==> src/rtl/iob_mem_arbiter.sv <==
// Two-requester arbiter sharing one single-port IOb memory: latches the winning
// request, issues one memory pulse, and answers the owner with a one-cycle ready.
module iob_mem_arbiter #(
  parameter int unsigned ADDR_W = 32,
  parameter int unsigned DATA_W = 32,
  parameter bit          RR_EN  = 1'b1
) (
  input  logic                clk_i,
  input  logic                arst_n_i,
  input  logic                r0_valid_i,
  input  logic [ADDR_W-1:0]   r0_addr_i,
  input  logic [DATA_W-1:0]   r0_wdata_i,
  input  logic [DATA_W/8-1:0] r0_wstrb_i,
  output logic [DATA_W-1:0]   r0_rdata_o,
  output logic                r0_ready_o,
  input  logic                r1_valid_i,
  input  logic [ADDR_W-1:0]   r1_addr_i,
  input  logic [DATA_W-1:0]   r1_wdata_i,
  input  logic [DATA_W/8-1:0] r1_wstrb_i,
  output logic [DATA_W-1:0]   r1_rdata_o,
  output logic                r1_ready_o,
  output logic                mem_valid_o,
  output logic [ADDR_W-1:0]   mem_addr_o,
  output logic [DATA_W-1:0]   mem_wdata_o,
  output logic [DATA_W/8-1:0] mem_wstrb_o,
  input  logic [DATA_W-1:0]   mem_rdata_i,
  input  logic                mem_ready_i,
  output logic [1:0]          grant_o,
  output logic                busy_o
);

  localparam int unsigned STRB_W = DATA_W / 8;

  typedef enum logic [1:0] {S_IDLE, S_ISSUE, S_WAIT, S_RESP} state_e;

  typedef struct packed {
    logic [ADDR_W-1:0] addr;
    logic [DATA_W-1:0] wdata;
    logic [STRB_W-1:0] wstrb;
  } req_t;

  state_e            state_q, state_d;
  req_t              req_q, req_d;
  logic              last_grant_q, last_grant_d;
  logic [1:0]        grant_q, grant_d;
  logic              busy_q, busy_d;
  logic              mem_valid_q, mem_valid_d;
  logic              r0_ready_q, r0_ready_d;
  logic              r1_ready_q, r1_ready_d;
  logic [DATA_W-1:0] r0_rdata_q, r0_rdata_d;
  logic [DATA_W-1:0] r1_rdata_q, r1_rdata_d;
  logic              req_any;
  logic              win_port;

  // Winner selection: on contention, round-robin away from the last owner or fixed port 0.
  always_comb begin
    req_any  = r0_valid_i | r1_valid_i;
    win_port = 1'b0;
    if (r0_valid_i && r1_valid_i) begin
      win_port = RR_EN ? ~last_grant_q : 1'b0;
    end else if (r1_valid_i) begin
      win_port = 1'b1;
    end
  end

  always_ff @(posedge clk_i or negedge arst_n_i) begin
    if (!arst_n_i) begin
      state_q <= S_IDLE;
    end else begin
      state_q <= state_d;
    end
  end

  always_comb begin
    state_d = state_q;
    case (state_q)
      S_IDLE:  if (req_any) state_d = S_ISSUE;
      S_ISSUE: state_d = mem_ready_i ? S_RESP : S_WAIT;
      S_WAIT:  if (mem_ready_i) state_d = S_RESP;
      S_RESP:  state_d = S_IDLE;
      default: state_d = S_IDLE;
    endcase
  end

  // Next values of the registered outputs; ready/rdata land on the edge into RESP.
  always_comb begin
    req_d        = req_q;
    last_grant_d = last_grant_q;
    grant_d      = grant_q;
    mem_valid_d  = 1'b0;
    r0_ready_d   = 1'b0;
    r1_ready_d   = 1'b0;
    r0_rdata_d   = r0_rdata_q;
    r1_rdata_d   = r1_rdata_q;
    busy_d       = (state_d != S_IDLE);
    case (state_q)
      S_IDLE: begin
        if (req_any) begin
          mem_valid_d  = 1'b1;
          last_grant_d = win_port;
          grant_d      = win_port ? 2'b10 : 2'b01;
          req_d        = win_port ? req_t'{r1_addr_i, r1_wdata_i, r1_wstrb_i}
                                  : req_t'{r0_addr_i, r0_wdata_i, r0_wstrb_i};
        end
      end
      S_ISSUE, S_WAIT: begin
        if (mem_ready_i) begin
          r0_ready_d = grant_q[0];
          r1_ready_d = grant_q[1];
          if (grant_q[0]) r0_rdata_d = mem_rdata_i;
          if (grant_q[1]) r1_rdata_d = mem_rdata_i;
        end
      end
      S_RESP:  grant_d = 2'b00;
      default: ;
    endcase
  end

  always_ff @(posedge clk_i or negedge arst_n_i) begin
    if (!arst_n_i) begin
      req_q        <= '0;
      last_grant_q <= 1'b1;
      grant_q      <= 2'b00;
      busy_q       <= 1'b0;
      mem_valid_q  <= 1'b0;
      r0_ready_q   <= 1'b0;
      r1_ready_q   <= 1'b0;
      r0_rdata_q   <= '0;
      r1_rdata_q   <= '0;
    end else begin
      req_q        <= req_d;
      last_grant_q <= last_grant_d;
      grant_q      <= grant_d;
      busy_q       <= busy_d;
      mem_valid_q  <= mem_valid_d;
      r0_ready_q   <= r0_ready_d;
      r1_ready_q   <= r1_ready_d;
      r0_rdata_q   <= r0_rdata_d;
      r1_rdata_q   <= r1_rdata_d;
    end
  end

  assign mem_valid_o = mem_valid_q;
  assign mem_addr_o  = req_q.addr;
  assign mem_wdata_o = req_q.wdata;
  assign mem_wstrb_o = req_q.wstrb;
  assign r0_ready_o  = r0_ready_q;
  assign r1_ready_o  = r1_ready_q;
  assign r0_rdata_o  = r0_rdata_q;
  assign r1_rdata_o  = r1_rdata_q;
  assign grant_o     = grant_q;
  assign busy_o      = busy_q;

endmodule

==> config.mk <==
export PLATFORM = sky130hd
export DESIGN_NAME = iob_mem_arbiter
export DESIGN_NICKNAME = d
export VERILOG_FILES = /design/src/rtl/iob_mem_arbiter.sv
export SDC_FILE = /design/constraint.sdc
export NUM_CORES = 1
export LEC_CHECK = 0
export BUFFER_PORTS_ARGS = -buffer_cell sky130_fd_sc_hd__buf_4
export CAP_MARGIN = 5
export CORE_ASPECT_RATIO = 0.75
export CORE_MARGIN = 2
export CORE_UTILIZATION = 35
export DETAILED_ROUTE_END_ITERATION = 16
export PLACE_DENSITY = 0.66
export SLEW_MARGIN = 0
export SYNTH_ARGS = -nofsm -noshare
export SYNTH_HDL_FRONTEND = slang
export SYNTH_SLANG_ARGS = --single-unit
==> constraint.sdc <==
create_clock -name clk_i -period 2.2 [get_ports clk_i]
set_input_delay 0.44 -clock clk_i [delete_from_list [all_inputs] [get_ports clk_i]]
set_output_delay 0.44 -clock clk_i [all_outputs]
set_load 0.03 [all_outputs]
==> run_results.csv <==
group,metric,value,unit
detailed_routing,dr.first_iter.drc_count,299,
logic_synthesis,synth_edf_count,0,
detailed_routing,viasPerCell,4.83,
logic_synthesis,synth_ff_type,"dfrtp_1",
detailed_routing,wire_per_inst,16.3,µm
detailed_routing,ant_nets,0,
power_and_ir_drop,p_leak,0.00450,µW
logic_synthesis,ys_seq_area_share,59.9,%
clocking,cts_sinks,141,
die,boundaryPins,311,
critical_path,cp.required,2.49,ns
logic_synthesis,synth.top_cell.area_share,59.4,%
layout,nets,1014,
clocking,clk_latency,0.41,ns
global_route,grt_use_total,19.1,%
detailed_routing,vias,5139,
critical_path,crit_chain,"inv_1 > ha_1 > o21ai_4 > buf_12 > nor2_4 > a221o_1",
logic_synthesis,ys_seq_elements,141,
hold_path,hold_class,"input port to flip-flop",
placement,dp_cells,1032,
clocking,clock_path_buffers,2,
layout,design_area,9150,µm²
logic_synthesis,synth_nets,707,
detailed_routing,wirelength,17400,µm
logic_synthesis,yosys_warnings,0,
power_and_ir_drop,ir_drop,0.847,mV
logic_synthesis,yosys.area.top_type,"dfrtp_1",
critical_path,crit_fanout,70,
layout,areaGrowthSynthToFinish,55.1,%
sta,relSlewSlack,70.4,%
placement,place_area,8520,µm²
layout,final_cells,1065,
detailed_routing,first_pass_iters,7,
job,drv_cap,0,
sta,finalCriticalPeriod,1.74,ns
global_route,grt_pass1_wl,26500,µm
sta,hold_viol,0,
critical_path,crit_buf_inv,2,
clocking,path_clk_slew,0.06,ns
clocking,cts_buffers,17,
logic_synthesis,ys_async_sr_fraction,100,%
layout,n_antenna_cell,0,
global_route,grt_pass1_vias,5007,
logic_synthesis,syn_area_per_cell,11.1,µm²
critical_path,slowest_stage,"dfrtp_1",
sta,worstMarginPinSlew,0.443,ns
critical_path,critical_path_class,"flip-flop to flip-flop",
sta,drv_slew,0,
die,die_area,17900,µm²
detailed_routing,drc_errors,0,
logic_synthesis,synthesis.area,5900,µm²
global_route,grt-ovfl-total,0,
clocking,cts_tree,"done",
placement,hpwl,12500,µm
sta,skew,0.00955,ns
logic_synthesis,synth.most_common_cell,"dfrtp_1",
placement,gp_congestion,0.769,
sta,setup_tns,0,ns
logic_synthesis,ys_types,29,
die,fp.coreArea,16700,µm²
status,status,"complete, no violations",
sta,rsz0062_at_grt,"no",
logic_synthesis,syn_inst,530,
sta,setup_viol_count_final,0,
clocking,post_cts_buffers,0,
layout,utilization,54.9,%
placement,io_buffers,310,
critical_path,start_kind,"flip-flop",
clocking,ctsHtreeMaxLevel,4,
die,initial_core_util,35.4,%
logic_synthesis,synth_area_leaders,"dfrtp_1 (59%), mux2_2 (12%), a21oi_1 (10%), nor2_1 (3.9%), nand2_1 (3.9%)",
clocking,cts-root-buf,"clkbuf_16",
critical_path,slowest_delay,0.43,ns
critical_path,end_kind,"flip-flop",
logic_synthesis,synth_common_cells,"dfrtp_1 (140), a21oi_1 (121), mux2_2 (64), nor2_1 (62), nand2_1 (61)",
die,die_w,154,µm
sta,fin_crit_sh,79.0,%
die,fp.dieH,116,µm
layout,layout-drive-gt1-share,49.8,%
global_route,grt_max_degree,71,
power_and_ir_drop,power.density,1730,nW/µm²
sta,fmax,575,MHz
die,rows,41,
critical_path,cp.arrival,2.03,ns
critical_path,crit_family,"flip-flops",
global_route,antenna_found_initial,0,
per-stage QoR:
stage               hold slack (ns)  setup slack [ns]  total power (µW)
floorplan                     0.144             0.569              9650
global placement              0.401             0.483             12800
detailed placement            0.401             0.450             12900
CTS                           0.241             0.444             16000
global route                  0.239             0.335             16700
finish                        0.260             0.461             15800
worst paths after layout:
kind	from	endpoint	slack, ns	cells past startpoint
min	r0_addr_i[28]	mem_addr_o[28]	0.26	2
min reg2reg	r1_rdata_o[7]	r1_rdata_o[7]	0.51	1
max reg2reg	state_q[1]	mem_addr_o[30]	0.46	6
min in group asynchronous	arst_n_i	mem_addr_o[13]	0.53	2
max	state_q[1]	mem_addr_o[30]	0.46	6
max in group asynchronous	arst_n_i	mem_wdata_o[6]	1.02	3
registers in the layout, indices dropped and copies added, names as in the netlist, 2 cells and up:
signal and cells:
r0_rdata_o 32, mem_wdata_o 32, r1_rdata_o 32, mem_wstrb_o 4, state_q 2, grant_o 2, mem_addr_o 32
layer usage:
layer / vias to the layer above / track usage [%] / routed length, µm
li1: 2451 / - / -
met2: 190 / 31.7 / 8450
met5: - / 0 / 0
met4: 0 / 5.11 / 158
met3: 12 / 5.86 / 1220
met1: 2486 / 24.7 / 7540
layout make-up:
cell class / instances / area [µm²]
Inverter: 6 / 22.5
Clock buffer: 20 / 437
Clock inverter: 12 / 186
Timing Repair Buffer: 323 / 2560
Tap cell: 215 / 269
Multi-Input combinational cell: 348 / 2150
Fill cell: 1487 / 7520
Sequential cell: 141 / 3530
report_power, final:
group	switching, µW	internal, µW	total (µW)
registers	745	3930	4680
clock network	1140	1920	3060
logic	4830	3280	8110
total	6710	9130	15800
worst reg2reg max path, stage by stage (launching register included):
cell	delay [ns]
dfrtp_1	0.43
inv_1	0.10
ha_1	0.23
o21ai_4	0.09
buf_12	0.31
nor2_4	0.14
a221o_1	0.31
cells in the final DEF, fill, tap and decap left out, types with 3 or more instances in the layout:
cell | Yosys | routed
bufinv_16 | 0 | 4
mux2_2 | 64 | 64
buf_4 | 3 | 311
buf_12 | 0 | 10
and3_1 | 9 | 9
clkbuf_1 | 11 | 3
inv_1 | 5 | 5
a221o_1 | 9 | 9
nand2_1 | 61 | 61
a31oi_1 | 3 | 3
dfrtp_1 | 140 | 140
a21oi_1 | 121 | 121
ha_1 | 4 | 4
nor2_1 | 62 | 62
clkbuf_16 | 0 | 17
kinds of logic (layout without fill, tap and decap cells):
family,after synthesis,count (layout),synth area share [%]
fa+ha+maj,4,4,0.849
compound gates,142,142,13.7
flops,141,141,59.9
buf+inv,41,361,3.88
mux,64,64,12.2
simple gates,138,138,9.44
timing repair:
item / 4_1_cts / 5_1_grt
resized for setup: 0 / 0
hold buffers: 1 / 0
hold endpoints to repair: 41 / 0
(Power assumes the default switching activity.)
